$ cat config.mk
export PLATFORM = sky130hd
export DESIGN_NAME = instr_fetch_reg
export DESIGN_NICKNAME = d
export VERILOG_FILES = /design/src/rtl/mips_pkg.sv /design/src/rtl/imm_extend.sv /design/src/rtl/instr_fetch_reg.sv
export SDC_FILE = /design/constraint.sdc
export NUM_CORES = 1
export LEC_CHECK = 0
export CORE_MARGIN = 4
export CORE_UTILIZATION = 34
export DETAILED_ROUTE_END_ITERATION = 7
export PLACE_DENSITY_LB_ADDON = 0.3
export SKIP_CTS_REPAIR_TIMING = 1
export SYNTH_ARGS = -nofsm -noshare
export SYNTH_HDL_FRONTEND = slang
export SYNTH_SLANG_ARGS = --single-unit
export TNS_END_PERCENT = 1
$ cat constraint.sdc
create_clock -name clk -period 1.9 [get_ports clk]
set_input_delay 0.38 -clock clk [delete_from_list [all_inputs] [get_ports clk]]
set_output_delay 0.38 -clock clk [all_outputs]
set_load 0.03 [all_outputs]
$ cat src/rtl/mips_pkg.sv
// Shared MIPS definitions for the multicycle datapath slice.
// Holds the major opcode constants, the fetch-state encoding and the
// instruction word loaded into IR whenever a fetch faults.
package mips_pkg;

    localparam logic [5:0] OP_RTYPE = 6'h00;
    localparam logic [5:0] OP_J     = 6'h02;
    localparam logic [5:0] OP_BEQ   = 6'h04;
    localparam logic [5:0] OP_ADDI  = 6'h08;
    localparam logic [5:0] OP_ANDI  = 6'h0C;
    localparam logic [5:0] OP_ORI   = 6'h0D;

    // sll $0,$0,0 -- architecturally a no-op
    localparam logic [31:0] NOP = 32'h0000_0000;

    typedef enum logic [1:0] {
        IDLE = 2'd0,
        WAIT = 2'd1,
        DONE = 2'd2
    } fetch_state_e;

endpackage

$ cat src/rtl/imm_extend.sv
// 16-to-32 bit immediate extension shared by the fetch stage and the
// branch path ahead of shift-left-2.
// Ports:
//   imm      in  16  raw immediate field
//   ext_zero in  1   1: zero-extend, 0: sign-extend
//   imm_ext  out 32  extended immediate
module imm_extend (
    input  logic [15:0] imm,
    input  logic        ext_zero,
    output logic [31:0] imm_ext
);

    // select zero or sign extension of the immediate
    always_comb begin
        imm_ext = 32'h0000_0000;
        if (ext_zero) begin
            imm_ext = {16'h0000, imm};
        end else begin
            imm_ext = {{16{imm[15]}}, imm};
        end
    end

endmodule

$ cat src/rtl/instr_fetch_reg.sv
// Instruction fetch stage of the multicycle MIPS datapath.
// On an accepted fetch_req it reads one word from instruction memory via a
// mem_rd/mem_ack handshake, loads it into IR and decodes the fields.
// Memory wait states are bounded by TIMEOUT; a timeout or a misaligned
// address loads NOP_WORD into IR and raises the sticky fetch_fault.
// Ports:
//   clk, reset (sync, active-low)
//   fetch_req, pc_in, ext_zero          control-unit side
//   mem_addr, mem_rd, mem_ack, mem_rdata instruction-memory side
//   ir, opcode, rs, rt, rd, shamt, funct, imm_ext, jump_index  decode
//   ir_done, busy, fetch_fault          status
module instr_fetch_reg
    import mips_pkg::*;
#(
    parameter int          TIMEOUT  = 16,
    parameter logic [31:0] NOP_WORD = NOP
) (
    input  logic        clk,
    input  logic        reset,
    input  logic        fetch_req,
    input  logic [31:0] pc_in,
    input  logic        ext_zero,
    output logic [31:0] mem_addr,
    output logic        mem_rd,
    input  logic        mem_ack,
    input  logic [31:0] mem_rdata,
    output logic [31:0] ir,
    output logic [5:0]  opcode,
    output logic [4:0]  rs,
    output logic [4:0]  rt,
    output logic [4:0]  rd,
    output logic [4:0]  shamt,
    output logic [5:0]  funct,
    output logic [31:0] imm_ext,
    output logic [25:0] jump_index,
    output logic        ir_done,
    output logic        busy,
    output logic        fetch_fault
);

    localparam int                CNT_W    = $clog2(TIMEOUT);
    localparam logic [CNT_W-1:0]  CNT_LAST = CNT_W'(TIMEOUT - 1);

    fetch_state_e     state_r;
    logic [31:0]      ir_r;
    logic [31:0]      addr_r;
    logic             fault_r;
    logic [CNT_W-1:0] cnt_r;

    // fetch sequencer: handshake, timeout bound and IR load
    always_ff @(posedge clk) begin
        if (!reset) begin
            state_r <= IDLE;
            ir_r    <= 32'h0000_0000;
            addr_r  <= 32'h0000_0000;
            fault_r <= 1'b0;
            cnt_r   <= {CNT_W{1'b0}};
        end else begin
            case (state_r)
                IDLE: begin
                    if (fetch_req) begin
                        if (pc_in[1:0] == 2'b00) begin
                            addr_r  <= pc_in;
                            fault_r <= 1'b0;
                            cnt_r   <= {CNT_W{1'b0}};
                            state_r <= WAIT;
                        end else begin
                            // misaligned: never touch memory
                            ir_r    <= NOP_WORD;
                            fault_r <= 1'b1;
                            state_r <= DONE;
                        end
                    end
                end
                WAIT: begin
                    // ack is tested first so it wins on the last allowed cycle
                    if (mem_ack) begin
                        ir_r    <= mem_rdata;
                        state_r <= DONE;
                    end else if (cnt_r == CNT_LAST) begin
                        ir_r    <= NOP_WORD;
                        fault_r <= 1'b1;
                        state_r <= DONE;
                    end else begin
                        cnt_r <= cnt_r + CNT_W'(1);
                    end
                end
                DONE: begin
                    state_r <= IDLE;
                end
                default: begin
                    state_r <= IDLE;
                end
            endcase
        end
    end

    assign mem_rd      = (state_r == WAIT);
    assign busy        = (state_r == WAIT);
    assign ir_done     = (state_r == DONE);
    assign mem_addr    = addr_r;
    assign fetch_fault = fault_r;

    assign ir         = ir_r;
    assign opcode     = ir_r[31:26];
    assign rs         = ir_r[25:21];
    assign rt         = ir_r[20:16];
    assign rd         = ir_r[15:11];
    assign shamt      = ir_r[10:6];
    assign funct      = ir_r[5:0];
    assign jump_index = ir_r[25:0];

    imm_extend u_imm_extend (
        .imm      (ir_r[15:0]),
        .ext_zero (ext_zero),
        .imm_ext  (imm_ext)
    );

endmodule

==> results of run 1 <==
-- cell families after synthesis --
kind of cell             Yosys count  synth area share [%]
adder cells (fa/ha/maj)            1                 0.389
AND/OR/NAND/NOR                   88                  12.5
buffers and inverters            111                  24.8
AO/OA/AOI/OAI                     73                  18.1
flip-flops                        71                  44.2
-- path summary, 6_finish.rpt --
check	start	to	slack (ps)	cells after the start
min	mem_addr[2]	mem_addr[2]	460	2
max	ir[6]	jump_index[6]	60	1
min reg2reg	mem_addr[2]	mem_addr[2]	460	2
max reg2reg	cnt_r[0]	ir[18]	180	6
-- registers in the layout, indices dropped and copies added, names as in the netlist --
signal / count
mem_addr: 32
cnt_r: 4
state_r: 2
ir: 32
fetch_fault: 1
-- placed cells by master (no fill, tap or decap), types with 2 or more instances in the layout --
| master | Yosys | routed |
|---|---|---|
| a211oi_1 | 2 | 2 |
| a21boi_0 | 3 | 3 |
| a21boi_1 | 27 | 27 |
| a22o_1 | 32 | 32 |
| and2_1 | 2 | 2 |
| and3_1 | 4 | 4 |
| buf_12 | 0 | 4 |
| buf_4 | 90 | 22 |
| clkbuf_8 | 0 | 9 |
| clkdlybuf4s50_1 | 0 | 185 |
| clkinv_2 | 0 | 3 |
| dfxtp_1 | 71 | 71 |
| dlymetal6s2s_1 | 0 | 25 |
| nand2_1 | 64 | 64 |
| nand3_1 | 2 | 2 |
| nand4_1 | 2 | 2 |
| nor2_1 | 5 | 5 |
| nor2b_2 | 0 | 2 |
| o21ai_0 | 3 | 3 |
-- report_power, final --
part           switching [W]  total [W]  internal (W)
Clock               0.000556    0.00116      0.000603
Sequential         0.0000233    0.00154       0.00152
Combinational       0.000225   0.000488      0.000263
-- layout make-up --
| cell class | instances | area share [%] |
|---|---|---|
| Clock buffer | 10 | 2.45 |
| Clock inverter | 6 | 1.18 |
| Inverter | 1 | 0.0721 |
| Multi-Input combinational cell | 162 | 19.6 |
| Sequential cell | 71 | 27.3 |
| Tap cell | 129 | 3.10 |
| Timing Repair Buffer | 236 | 46.3 |
-- metal layers --
layer / track usage [%] / vias to the layer above / part of all wire, %
met5: 0 / - / 0
met4: 5.44 / 0 / 2.0
met3: 6.98 / 13 / 11
met2: 26.9 / 137 / 48
met1: 17.2 / 1279 / 38
li1: - / 1338 / -
-- through the flow --
step                setup WS [ps]  TNS, ps  hold slack [ps]  cell area, sq um  utilization [%]
finish                       61.1        0              457              5200             56.3
global route                -19.4    -25.7              480              5200             56.3
CTS                          -202     -482              459              5130             55.6
floorplan                    15.5        0              462              3220                -
global placement            -71.0    -1290              440              4940             53.5
detailed placement          -90.7    -3320              447              4940             53.5
-- worst min-delay path, cell delays in order, from the launching register on --
cell      delay (ps)
dfxtp_1          320
nand2_1           50
a21boi_1          50
==> summary.txt, run 1 <==
Status
  – Status: finished clean

Setup path
  – CP Class: reg2out
  – Biggest cell delay along the critical path: 710 ps
  – Slowest library cell on the worst path: clkdlybuf4s50_1
  – Crit. End Element: primary output
  – Crit path cell chain: clkdlybuf4s50_1
  – Delay-heaviest family, CP: buffers and inverters
  – Buffers & Inverters on Critical Path: 1
  – Critical path fanouts, max: 5
  – CP startpoint kind: flip-flop
  – Critical path arrival: 1460 ps
  – Worst EP required: 1520 ps

Die
  – Die H: 105 um
  – Die width: 105 um
  – Die area: 11100 sq um
  – # IOs: 227
  – Starting Density: 34.8%
  – Core area: 9240 sq um
  – # rows: 35

Cells and area
  – Layout cells sized above 1: 10.3%
  – ANT cells: 0
  – Area growth, synth to finish: 61.7%
  – Layout Nets: 551
  – Reg area: 1420 sq um
  – Fin cells: 615
  – Fillers: 831
  – Area of the multi-input gates: 1020 sq um

Yosys
  – Synth top area cells: dfxtp_1 (44%), buf_4 (21%), a22o_1 (8.7%)
  – Area leader, netlist: dfxtp_1
  – Mapped Cells: 344
  – Syn avg cell area: 9.36 sq um
  – Post-synth EDFFs: 0
  – Top cell type's share of synthesized area: 44.2%
  – Distinct cell type count after synthesis: 31
  – Asr flop ratio synth: 0%
  – YS warnings: 0
  – Synth Register Bits: 71
  – Sequential element share of the synthesized area: 44.2%
  – Top_reg_cell synth: dfxtp_1
  – Net Count, Synth: 414
  – Mapped Area: 3220 sq um
  – Synth cell count leaders: buf_4 (90), dfxtp_1 (71), nand2_1 (64)
  – Count leader, synth: buf_4

Hold path
  – Worst Hold Class: reg2reg

Route
  – # DRC: 0
  – Iteration count of the initial detailed-routing pass: 4
  – Routed Antenna Nets: 0
  – Initial drt markers: 52
  – Vias after detailed routing: 2767
  – Vias/cell: 4.50
  – Routed len/inst: 14.9 um
  – Final WL: 9160 um

Pwr
  – Maximum vdd ir drop: 0.522 mV
  – Pleak: 2.36 nW
  – Pwr per Cell Area: 613 nW/um^2
  – Final Power: 0.00319 W

Place
  – Hpwl dp: 6900 um
  – IO buf count: 226
  – RePlAce Congestion: 0.801
  – Dpl cells: 599

STA
  – RSZ-0062 raised after global routing: yes
  – Slew Viols, Final: 0
  – Setup Skew: 11.1 ps
  – Crit path time final: 1840 ps
  – Final hold vios: 0
  – Final setup viols: 0
  – Timing-limited maximum frequency: 0.544 GHz
  – Slew headroom: 73.5%
  – Period utilisation layout: 96.8%
  – Actual slew at the worst max-slew pin: 396 ps

GRT
  – Gr ovfl total: 0
  – Number of global-route vias before repair: 2755
  – Largest net degree at the start of global routing: 39
  – All-layer global routing usage: 15.7%
  – First-pass GRT wire length: 14200 um
  – Initial antenna violation count: 0

Clock network
  – Clk slew on worst S/H paths: 80 ps
  – Worst-Skew Late Latency: 330 ps
  – CTS Sinks: 71
  – CTS max path bufs: 2
  – H-tree Lvls: 3
  – CTS Buf Count: 9
  – Clock tree from TritonCTS: built
  – CTS Root Cell: clkbuf_8

Run
  – Maxcap violations: 0
(Power assumes the default switching activity.)
==> run 2: changes to the inputs <==
TNS_END_PERCENT = not set   (was 1)
==> run 2 against run 1 <==
  * Clock skew is the same
  * Final area about the same
  * Combinational power about the same
  * Critical endpoint unchanged
  * Routed wire length hardly changed
  * Register-to-register slack about the same
==> summary.txt, run 2 (synthesis results as in run 1) <==
Status
  – Status: finished clean (unchanged)

Setup path
  – Critical path fanouts, max: 5 (unchanged)
  – Crit. End Element: primary output (unchanged)
  – Slowest library cell on the worst path: clkdlybuf4s50_1 (unchanged)
  – Critical path arrival: 1460 ps (about the same)
  – Delay-heaviest family, CP: buffers and inverters (unchanged)
  – CP Class: reg2out (unchanged)
  – Crit path cell chain: clkdlybuf4s50_1 (unchanged)
  – CP startpoint kind: flip-flop (unchanged)
  – Biggest cell delay along the critical path: 710 ps (about the same)
  – Worst EP required: 1520 ps (about the same)
  – Buffers & Inverters on Critical Path: 1 (unchanged)

Die
  – # IOs: 227 (unchanged)
  – Die area: 11100 sq um (unchanged)
  – Starting Density: 34.8% (unchanged)
  – Die width: 105 um (unchanged)
  – Core area: 9240 sq um (unchanged)
  – Die H: 105 um (unchanged)
  – # rows: 35 (unchanged)

Place
  – DP Area: 4940 sq um (unchanged)
  – RePlAce Congestion: 0.801 (unchanged)
  – IO buf count: 226 (unchanged)
  – Setup WS pre-CTS: -90.7 ps (unchanged)
  – Hpwl dp: 6900 um (unchanged)

Route
  – # DRC: 0 (unchanged)
  – Routed len/inst: 14.9 um (about the same)
  – Iteration count of the initial detailed-routing pass: 4 (unchanged)
  – Final WL: 9160 um (about the same)
  – Vias/cell: 4.51 (was 4.50)
  – Initial drt markers: 47 (was 52)
  – Vias after detailed routing: 2771 (was 2767)
  – Routed Antenna Nets: 0 (unchanged)

Cells and area
  – Final design area excluding fillers: 5210 sq um (was 5200 sq um)
  – Most frequent cells in the layout: clkdlybuf4s50_1 (184), dfxtp_1 (71), nand2_1 (64) (was clkdlybuf4s50_1 (185), dfxtp_1 (71), nand2_1 (64))
  – Layout Nets: 551 (unchanged)
  – ANT cells: 0 (unchanged)
  – Area growth, synth to finish: 61.8% (was 61.7%)
  – Most common cell after layout, fill and taps aside: clkdlybuf4s50_1 (unchanged)
  – Layout cells sized above 1: 10.3% (unchanged)
  – Fillers: 830 (was 831)

Pwr
  – Pleak: 2.37 nW (was 2.36 nW)
  – Pwr per Cell Area: 612 nW/um^2 (was 613 nW/um^2)
  – Net Sw Frac: 25.2% (about the same)
  – Clock Power Share: 36.3% (about the same)
  – Final Power: 0.00319 W (about the same)
  – Sequential power share: 48.4% (about the same)
  – Maximum vdd ir drop: 0.522 mV (unchanged)
  – Part of the power in combinational logic: 15.3% (about the same)
  – Internal: 0.00238 W (about the same)
  – Psw: 0.000804 W (was 0.000805 W)

Clock network
  – CTS Buf Count: 9 (unchanged)
  – Clk slew on worst S/H paths: 80 ps (about the same)
  – CTS Sinks: 71 (unchanged)
  – H-tree Lvls: 3 (unchanged)
  – Worst-Skew Late Latency: 330 ps (about the same)
  – CTS max path bufs: 2 (unchanged)
  – Clock tree from TritonCTS: built (unchanged)
  – CTS Root Cell: clkbuf_8 (unchanged)

STA
  – Actual slew at the worst max-slew pin: 398 ps (was 396 ps)
  – Period utilisation layout: 96.8% (about the same)
  – Post-route worst setup slack: 61.1 ps (about the same)
  – Final hold vios: 0 (unchanged)
  – Final setup viols: 0 (unchanged)
  – Setup Skew: 11.1 ps (unchanged)
  – Timing-limited maximum frequency: 0.544 GHz (unchanged)
  – Slew headroom: 73.5% (about the same)
  – Slew Viols, Final: 0 (unchanged)
  – Crit path time final: 1840 ps (about the same)

GRT
  – Initial antenna violation count: 0 (unchanged)
  – First-pass GRT wire length: 14200 um (unchanged)
  – Largest net degree at the start of global routing: 39 (unchanged)
  – Number of global-route vias before repair: 2755 (unchanged)
  – Gr ovfl total: 0 (unchanged)
  – All-layer global routing usage: 15.7% (unchanged)

Run
  – Maxcap violations: 0 (unchanged)

Hold path
  – Worst Hold Class: reg2reg (unchanged)
-- run 2: area by class of cell --
class / instances / area (sq um) / area share (%)
Clock buffer: 10 / 128 / 2.45
Clock inverter: 6 / 61.3 / 1.18
Inverter: 1 / 3.75 / 0.0721
Multi-Input combinational cell: 162 / 1020 / 19.6
Sequential cell: 71 / 1420 / 27.3
Tap cell: 129 / 161 / 3.10
Timing Repair Buffer: 236 / 2410 / 46.3
-- run 2: per-stage QoR --
stage	hold slack, ps	cells	util, %	setup TNS (ps)
finish	457	615	56.4	0
global route	480	615	56.4	-19.4
CTS	459	615	55.6	-482
detailed placement	447	599	53.5	-3320
global placement	440	599	53.5	-1290
floorplan	462	344	-	0
-- run 2: tightest hold or removal path, stage by stage, from the launching register on --
cell and delay [ps]:
dfxtp_1 320, nand2_1 50, a21boi_1 50
-- run 2: power groups by stage --
stage / logic (W) / registers (W) / clock network, W
2_1_floorplan: 0.000185 / 0.00163 / 0
4_1_cts: 0.000493 / 0.00154 / 0.00121
6_report: 0.000488 / 0.00154 / 0.00116
3_3_place_gp: 0.000486 / 0.00158 / 0
5_1_grt: 0.000518 / 0.00155 / 0.00127
3_5_place_dp: 0.000491 / 0.00158 / 0
-- run 2: worst paths after layout --
path                    start       endpoint  slack [ps]  depth (start not counted)
hold / removal    mem_addr[2]    mem_addr[2]         460                          2
setup / recovery        ir[6]  jump_index[6]          60                          1
hold reg to reg   mem_addr[2]    mem_addr[2]         460                          2
setup reg to reg     cnt_r[0]         ir[18]         180                          6
-- run 2: layer usage --
layer  up-vias  GRT usage (%)  part of all wire, %
li1       1338              -                    -
met1      1279           17.2                   38
met2       141           26.9                   48
met3        13           6.98                   11
met4         0           5.44                  2.0
met5         -              0                    0
==> run 3: changes to the inputs <==
CAP_MARGIN = 20   (was not set)
==> results of run 3 <==
The final DEF is identical to that of run 2; final timing and power are the same.
